==> src/rtl/stopwatch_pkg.sv <==
// stopwatch_pkg
//   Shared definitions for the stopwatch counter slice.
//   - state_t   : control FSM encoding (IDLE=0, RUN=1, PAUSE=2, LAP=3)
//   - DIGIT_W   : BCD digit width
//   - CS_MAX    : upper limit of the centisecond digits and of the seconds units digit
//   - SEC_T_MAX : upper limit of the seconds tens digit
//   - BCD_MAX   : upper limit of the minutes units digit below the wrap point
package stopwatch_pkg;

  localparam int unsigned DIGIT_W = 4;

  localparam logic [DIGIT_W-1:0] CS_MAX    = 4'd9;
  localparam logic [DIGIT_W-1:0] SEC_T_MAX = 4'd5;
  localparam logic [DIGIT_W-1:0] BCD_MAX   = 4'd9;

  typedef enum logic [1:0] {
    IDLE  = 2'd0,
    RUN   = 2'd1,
    PAUSE = 2'd2,
    LAP   = 2'd3
  } state_t;

endpackage

==> src/rtl/bcd_digit_counter.sv <==
// bcd_digit_counter
//   One BCD digit that counts 0..limit and wraps to 0.
//   Ports:
//     clk       in   system clock, rising edge
//     rst       in   asynchronous active-high reset
//     en        in   advance the digit this cycle
//     clr       in   synchronous clear to 0 (wins over en)
//     limit     in   highest value the digit holds before wrapping
//     digit     out  registered digit value
//     carry_out out  high when en is set and the digit is about to wrap
module bcd_digit_counter
  import stopwatch_pkg::*;
(
  input  logic               clk,
  input  logic               rst,
  input  logic               en,
  input  logic               clr,
  input  logic [DIGIT_W-1:0] limit,
  output logic [DIGIT_W-1:0] digit,
  output logic               carry_out
);

  // Combinational so a whole carry chain ripples within one tick.
  assign carry_out = en && (digit == limit);

  always_ff @(posedge clk or posedge rst) begin
    if (rst) begin
      digit <= '0;
    end else if (clr) begin
      digit <= '0;
    end else if (en) begin
      digit <= (digit == limit) ? '0 : digit + 4'd1;
    end
  end

endmodule

==> src/rtl/stopwatch_counter.sv <==
// stopwatch_counter
//   Counts tick_100Hz enable pulses into a BCD mm:ss.cc value under a
//   run/pause/clear control FSM. Optional lap-hold display freeze is
//   compiled in when the macro STOPWATCH_LAP_EN is defined.
//   Parameters:
//     MIN_MAX     highest minute value before wrap (1..99)
//   Ports:
//     CLK_50MHz   in   system clock, rising edge
//     reset       in   asynchronous active-high reset
//     tick_100Hz  in   one-cycle count enable
//     start_stop  in   one-cycle run/pause toggle
//     clear       in   one-cycle clear, honoured in IDLE and PAUSE only
//     lap         in   one-cycle lap toggle (only with STOPWATCH_LAP_EN)
//     disp_digits out  {min_t, min_u, sec_t, sec_u, cs_t, cs_u}
//     running     out  high in RUN and LAP
//     overflow    out  one-cycle pulse alongside the wrapped digits
module stopwatch_counter
  import stopwatch_pkg::*;
#(
  parameter int unsigned MIN_MAX = 59
) (
  input  logic        CLK_50MHz,
  input  logic        reset,
  input  logic        tick_100Hz,
  input  logic        start_stop,
  input  logic        clear,
  input  logic        lap,
  output logic [23:0] disp_digits,
  output logic        running,
  output logic        overflow
);

  localparam logic [DIGIT_W-1:0] MIN_T_MAX = 4'(MIN_MAX / 10);
  localparam logic [DIGIT_W-1:0] MIN_U_MAX = 4'(MIN_MAX % 10);

  state_t state, state_next;

  logic count_en, count_clr;
  logic [DIGIT_W-1:0] cs_u, cs_t, sec_u, sec_t, min_u, min_t;
  logic cs_u_carry, cs_t_carry, sec_u_carry, sec_t_carry;
  logic min_wrap;
  logic [23:0] live;

  // The registered state gates counting, so a tick coincident with the
  // start_stop that leaves IDLE/PAUSE is dropped, while one coincident
  // with the start_stop that pauses from RUN is still counted.
  assign count_en  = tick_100Hz && ((state == RUN) || (state == LAP));
  assign count_clr = clear && (state == PAUSE);

  always_comb begin
    state_next = state;
    case (state)
      IDLE: begin
        if (start_stop && !clear) state_next = RUN;
      end
      RUN: begin
        if (start_stop) state_next = PAUSE;
`ifdef STOPWATCH_LAP_EN
        else if (lap)   state_next = LAP;
`endif
      end
      PAUSE: begin
        if (clear)           state_next = IDLE;
        else if (start_stop) state_next = RUN;
      end
`ifdef STOPWATCH_LAP_EN
      LAP: begin
        if (start_stop) state_next = PAUSE;
        else if (lap)   state_next = RUN;
      end
`endif
      default: state_next = IDLE;
    endcase
  end

  always_ff @(posedge CLK_50MHz or posedge reset) begin
    if (reset) begin
      state   <= IDLE;
      running <= 1'b0;
    end else begin
      state   <= state_next;
      running <= (state_next == RUN) || (state_next == LAP);
    end
  end

  bcd_digit_counter u_cs_u (
    .clk(CLK_50MHz), .rst(reset), .en(count_en), .clr(count_clr),
    .limit(CS_MAX), .digit(cs_u), .carry_out(cs_u_carry)
  );

  bcd_digit_counter u_cs_t (
    .clk(CLK_50MHz), .rst(reset), .en(cs_u_carry), .clr(count_clr),
    .limit(CS_MAX), .digit(cs_t), .carry_out(cs_t_carry)
  );

  bcd_digit_counter u_sec_u (
    .clk(CLK_50MHz), .rst(reset), .en(cs_t_carry), .clr(count_clr),
    .limit(CS_MAX), .digit(sec_u), .carry_out(sec_u_carry)
  );

  bcd_digit_counter u_sec_t (
    .clk(CLK_50MHz), .rst(reset), .en(sec_u_carry), .clr(count_clr),
    .limit(SEC_T_MAX), .digit(sec_t), .carry_out(sec_t_carry)
  );

  // Minutes wrap at MIN_MAX rather than at a fixed per-digit limit, so the
  // pair is handled here as one two-digit BCD counter.
  assign min_wrap = sec_t_carry && (min_t == MIN_T_MAX) && (min_u == MIN_U_MAX);

  always_ff @(posedge CLK_50MHz or posedge reset) begin
    if (reset) begin
      min_u    <= '0;
      min_t    <= '0;
      overflow <= 1'b0;
    end else begin
      overflow <= min_wrap;
      if (count_clr || min_wrap) begin
        min_u <= '0;
        min_t <= '0;
      end else if (sec_t_carry) begin
        if (min_u == BCD_MAX) begin
          min_u <= '0;
          min_t <= min_t + 4'd1;
        end else begin
          min_u <= min_u + 4'd1;
        end
      end
    end
  end

  assign live = {min_t, min_u, sec_t, sec_u, cs_t, cs_u};

`ifdef STOPWATCH_LAP_EN
  logic [23:0] snapshot;

  // Captured on the RUN->LAP edge from the pre-increment digits.
  always_ff @(posedge CLK_50MHz or posedge reset) begin
    if (reset) begin
      snapshot <= '0;
    end else if ((state == RUN) && (state_next == LAP)) begin
      snapshot <= live;
    end
  end

  assign disp_digits = (state == LAP) ? snapshot : live;
`else
  logic unused_lap;
  assign unused_lap  = lap;
  assign disp_digits = live;
`endif

endmodule

==> config.mk <==
export PLATFORM = sky130hd
export DESIGN_NAME = stopwatch_counter
export DESIGN_NICKNAME = d
export VERILOG_FILES = /design/src/rtl/stopwatch_pkg.sv /design/src/rtl/bcd_digit_counter.sv /design/src/rtl/stopwatch_counter.sv
export SDC_FILE = /design/constraint.sdc
export NUM_CORES = 1
export LEC_CHECK = 0
export CAP_MARGIN = 20
export CORE_MARGIN = 2
export CORE_UTILIZATION = 48
export CTS_BUF_LIST = sky130_fd_sc_hd__clkbuf_8
export DETAILED_ROUTE_END_ITERATION = 8
export HOLD_SLACK_MARGIN = 0.1
export PLACE_DENSITY = 0.76
export SYNTH_ARGS = -nofsm -noshare
export SYNTH_HDL_FRONTEND = slang
export SYNTH_SLANG_ARGS = --single-unit
==> constraint.sdc <==
create_clock -name CLK_50MHz -period 1.6 [get_ports CLK_50MHz]
set_input_delay 0.32 -clock CLK_50MHz [delete_from_list [all_inputs] [get_ports CLK_50MHz]]
set_output_delay 0.32 -clock CLK_50MHz [all_outputs]
set_load 0.005 [all_outputs]
==> summary.txt <==
Placed design
  • Post-DP Area: 0.00228 mm2
  • HPWL after DPL: 3.13 mm
  • Placer Congestion: 0.820
  • Worst slack at placement: -0.410 ns
  • IO Port Bufs: 30

Finish
  • Count of nets after finishing: 277
  • FF/Latch Area: 701 um2
  • Area delta synth->final: 70.6%
  • Post-route cell area: 0.00281 mm2
  • Layout cells sized above 1: 40.5%
  • # diodes: 0
  • Multi-input logic area: 0.00110 mm2
  • Fill cell count: 181

Timing
  • Unrepaired setup endpoints after global routing: true
  • Final Setup Violations: 18
  • Worst slew pin tran: 0.385 ns
  • Final min period: 1.77 ns
  • Crit share post-route: 111%
  • Slew Limit Fails: 0
  • Setup Skew: 0.00879 ns
  • Worst setup margin: -0.170 ns
  • Fmax: 565 MHz
  • Hold Vio Cnt, Final: 0
  • Slew headroom: 74.3%

Floorplan
  • Placement Rows: 21
  • Die Y: 62.5 um
  • Starting Density: 49.7%
  • I/O pins: 32
  • Total core area: 0.00331 mm2
  • Die area: 0.00391 mm2
  • Die width: 62.5 um

Synthesis
  • Seq cells post-synth: 28
  • Synth area leader: dfrtp_1
  • Async SR Flop Fraction: 100%
  • Sequential share of the synthesized area: 42.6%
  • EDFF count, synth: 0
  • Mapped Cells: 168
  • Most instantiated library cell after synthesis: dfrtp_1
  • Synth area leaders: dfrtp_1, ha_1, a21oi_1
  • Syn Nets: 186
  • Synth Cell Area: 0.00165 mm2
  • Count of cell types in the netlist: 37
  • Synth top area share: 42.6%
  • Commonest cells post-synth: dfrtp_1, a21oi_1, nor2_1, ha_1, nand2_1
  • Mean area per synthesized cell: 9.79 um2
  • YS warnings: 0
  • Top_reg_cell synth: dfrtp_1

Detailed routing
  • Initial drt markers: 144
  • Drt wl/cell: 18.7 um
  • Final WL: 5.67 mm
  • Via count: 1,750
  • Post-route ant nets: 0
  • Vias/cell: 5.78
  • Drt drc: 0
  • Initial DRT Pass Iterations: 4

Critical path
  • CP Class: flop to flop
  • Critical Path Fanout Max: 6
  • WP buf/inv: 2
  • Critical Path AT: 2.00 ns
  • Startpoint types: flop
  • Worst path cell trace: inv_1, ha_2, and4b_4, nand4_4, buf_4, or3_4, a21oi_2
  • CP top delay family: simple AND/OR/NAND/NOR gates
  • Crit. End Element: flop
  • Reg-to-reg slack, setup: -0.17 ns
  • WP data required: 1.83 ns
  • CP max stage delay: 0.39 ns
  • CP max stage cell: dfrtp_1

Clock tree
  • Hold_buf cts: 0
  • Clock root buffer master: clkbuf_8
  • CTS tree: yes
  • CTS clock-pin slew for the worst setup and hold paths: 0.10 ns
  • Depth of the CTS H-tree: 1
  • CTS Buf Count: 3
  • Max Root-Sink Buffers: 2
  • Clock Sinks: 28
  • Clock Latency Late Sink: 0.29 ns

Status
  • Status: finished with violations
  • Failing checks: negative setup slack

Power
  • Pwr/cell area: 598 mW/mm2
  • Leakage: 1.61 nW
  • VDD IR-drop max: 0.610 mV

GRT
  • Pin count of the biggest net entering global routing: 29
  • Initial antenna violation count: 0
  • Vias in the first global route: 1,708
  • Global route overflow: 0
  • Total track usage: 24.9%
  • First-pass GRT wire length: 7.78 mm

Hold path
  • HP Class: input pin to async pin

Flow run
  • Max Cap Viol: 0
power breakdown:
part / internal (mW) / switching [mW]
Combinational: 0.273 / 0.217
Clock: 0.170 / 0.236
Sequential: 0.750 / 0.0300
layout by cell type (no fill, tap or decap), types with 3 or more instances in the layout:
cell / count
buf_6: 18
dlygate4sd2_1: 4
ha_1: 8
nand2_1: 11
and3b_2: 3
or3_1: 5
clkdlybuf4s50_1: 10
a21oi_1: 6
dfrtp_1: 28
nor4_4: 3
nand3b_1: 6
a21oi_2: 7
nor2_1: 13
nor3_2: 3
buf_4: 40
inv_1: 6
and3b_1: 4
and2_1: 3
clkbuf_8: 3
mux2i_1: 5
o21ai_0: 5
nand3_1: 9
dlymetal6s2s_1: 16
kinds of logic after synthesis:
family,after synthesis,synth area share (%)
buf+inv,13,3.27
mux,5,3.04
flops,28,42.6
simple gates,80,30.7
fa+ha+maj,12,9.13
xor+xnor,4,2.13
compound gates,26,9.13
area by class of cell:
cell class,count,area share (%)
Multi-Input combinational cell,128,39.1
Timing Repair Buffer,90,31.3
Sequential cell,28,25.0
Tap cell,46,2.05
Clock buffer,3,1.47
Inverter,8,1.07
worst reg2reg max path: cells and delay by family (launching register included):
family          cells  cell delay [ns]
fa+ha+maj           1             0.18
simple gates        3             0.77
compound gates      1             0.13
buf+inv             2             0.25
flops               1             0.39
layer usage:
metal,up-vias,global-route usage (%),routed length (um)
li1,787,-,-
met3,30,2.52,224
met5,-,0,0
met1,862,28.4,2120
met2,71,47.6,3050
met4,0,8.89,272
registers in the layout, indices dropped and copies added, names as in the netlist:
signal / count
u_cs_u.digit: 4
u_sec_u.digit: 4
running: 1
min_u: 4
u_cs_t.digit: 4
u_sec_t.digit: 4
min_t: 4
state: 2
overflow: 1
path summary, 6_finish.rpt:
path | start | endpoint | cells after the start
max reg2reg | u_cs_u.digit[1] | min_u[0] | 7
max in group asynchronous | reset | u_cs_u.digit[2] | 3
min reg2reg | u_cs_t.digit[3] | u_cs_t.digit[3] | 2
max | u_cs_u.digit[1] | min_u[0] | 7
min | reset | u_cs_t.digit[3] | 3
min in group CLK_50MHz | u_cs_t.digit[3] | u_cs_t.digit[3] | 2
per-stage QoR:
stage | setup TNS (ns) | hold slack, ns | instances | util, % | power, mW
6_report | -1.69 | 0.395 | 303 | 84.8 | 1.68
5_1_grt | -2.97 | 0.465 | 303 | 84.8 | 1.75
4_1_cts | -1.70 | 0.416 | 295 | 75.9 | 1.60
3_5_place_dp | -4.28 | 0.557 | 277 | 68.8 | 1.18
3_3_place_gp | -3.35 | 0.553 | 277 | 68.8 | 1.16
2_1_floorplan | -0.168 | 0.385 | 168 | - | 0.961
timing repair:
action / 4_1_cts / 5_1_grt
pin swaps: 13 / 17
cloned: 1 / 0
buffers inserted: 15 / 8
resized for setup: 22 / 55
setup endpoints to repair: 23 / 38
Note: power is estimated with default switching activity, not from simulation.
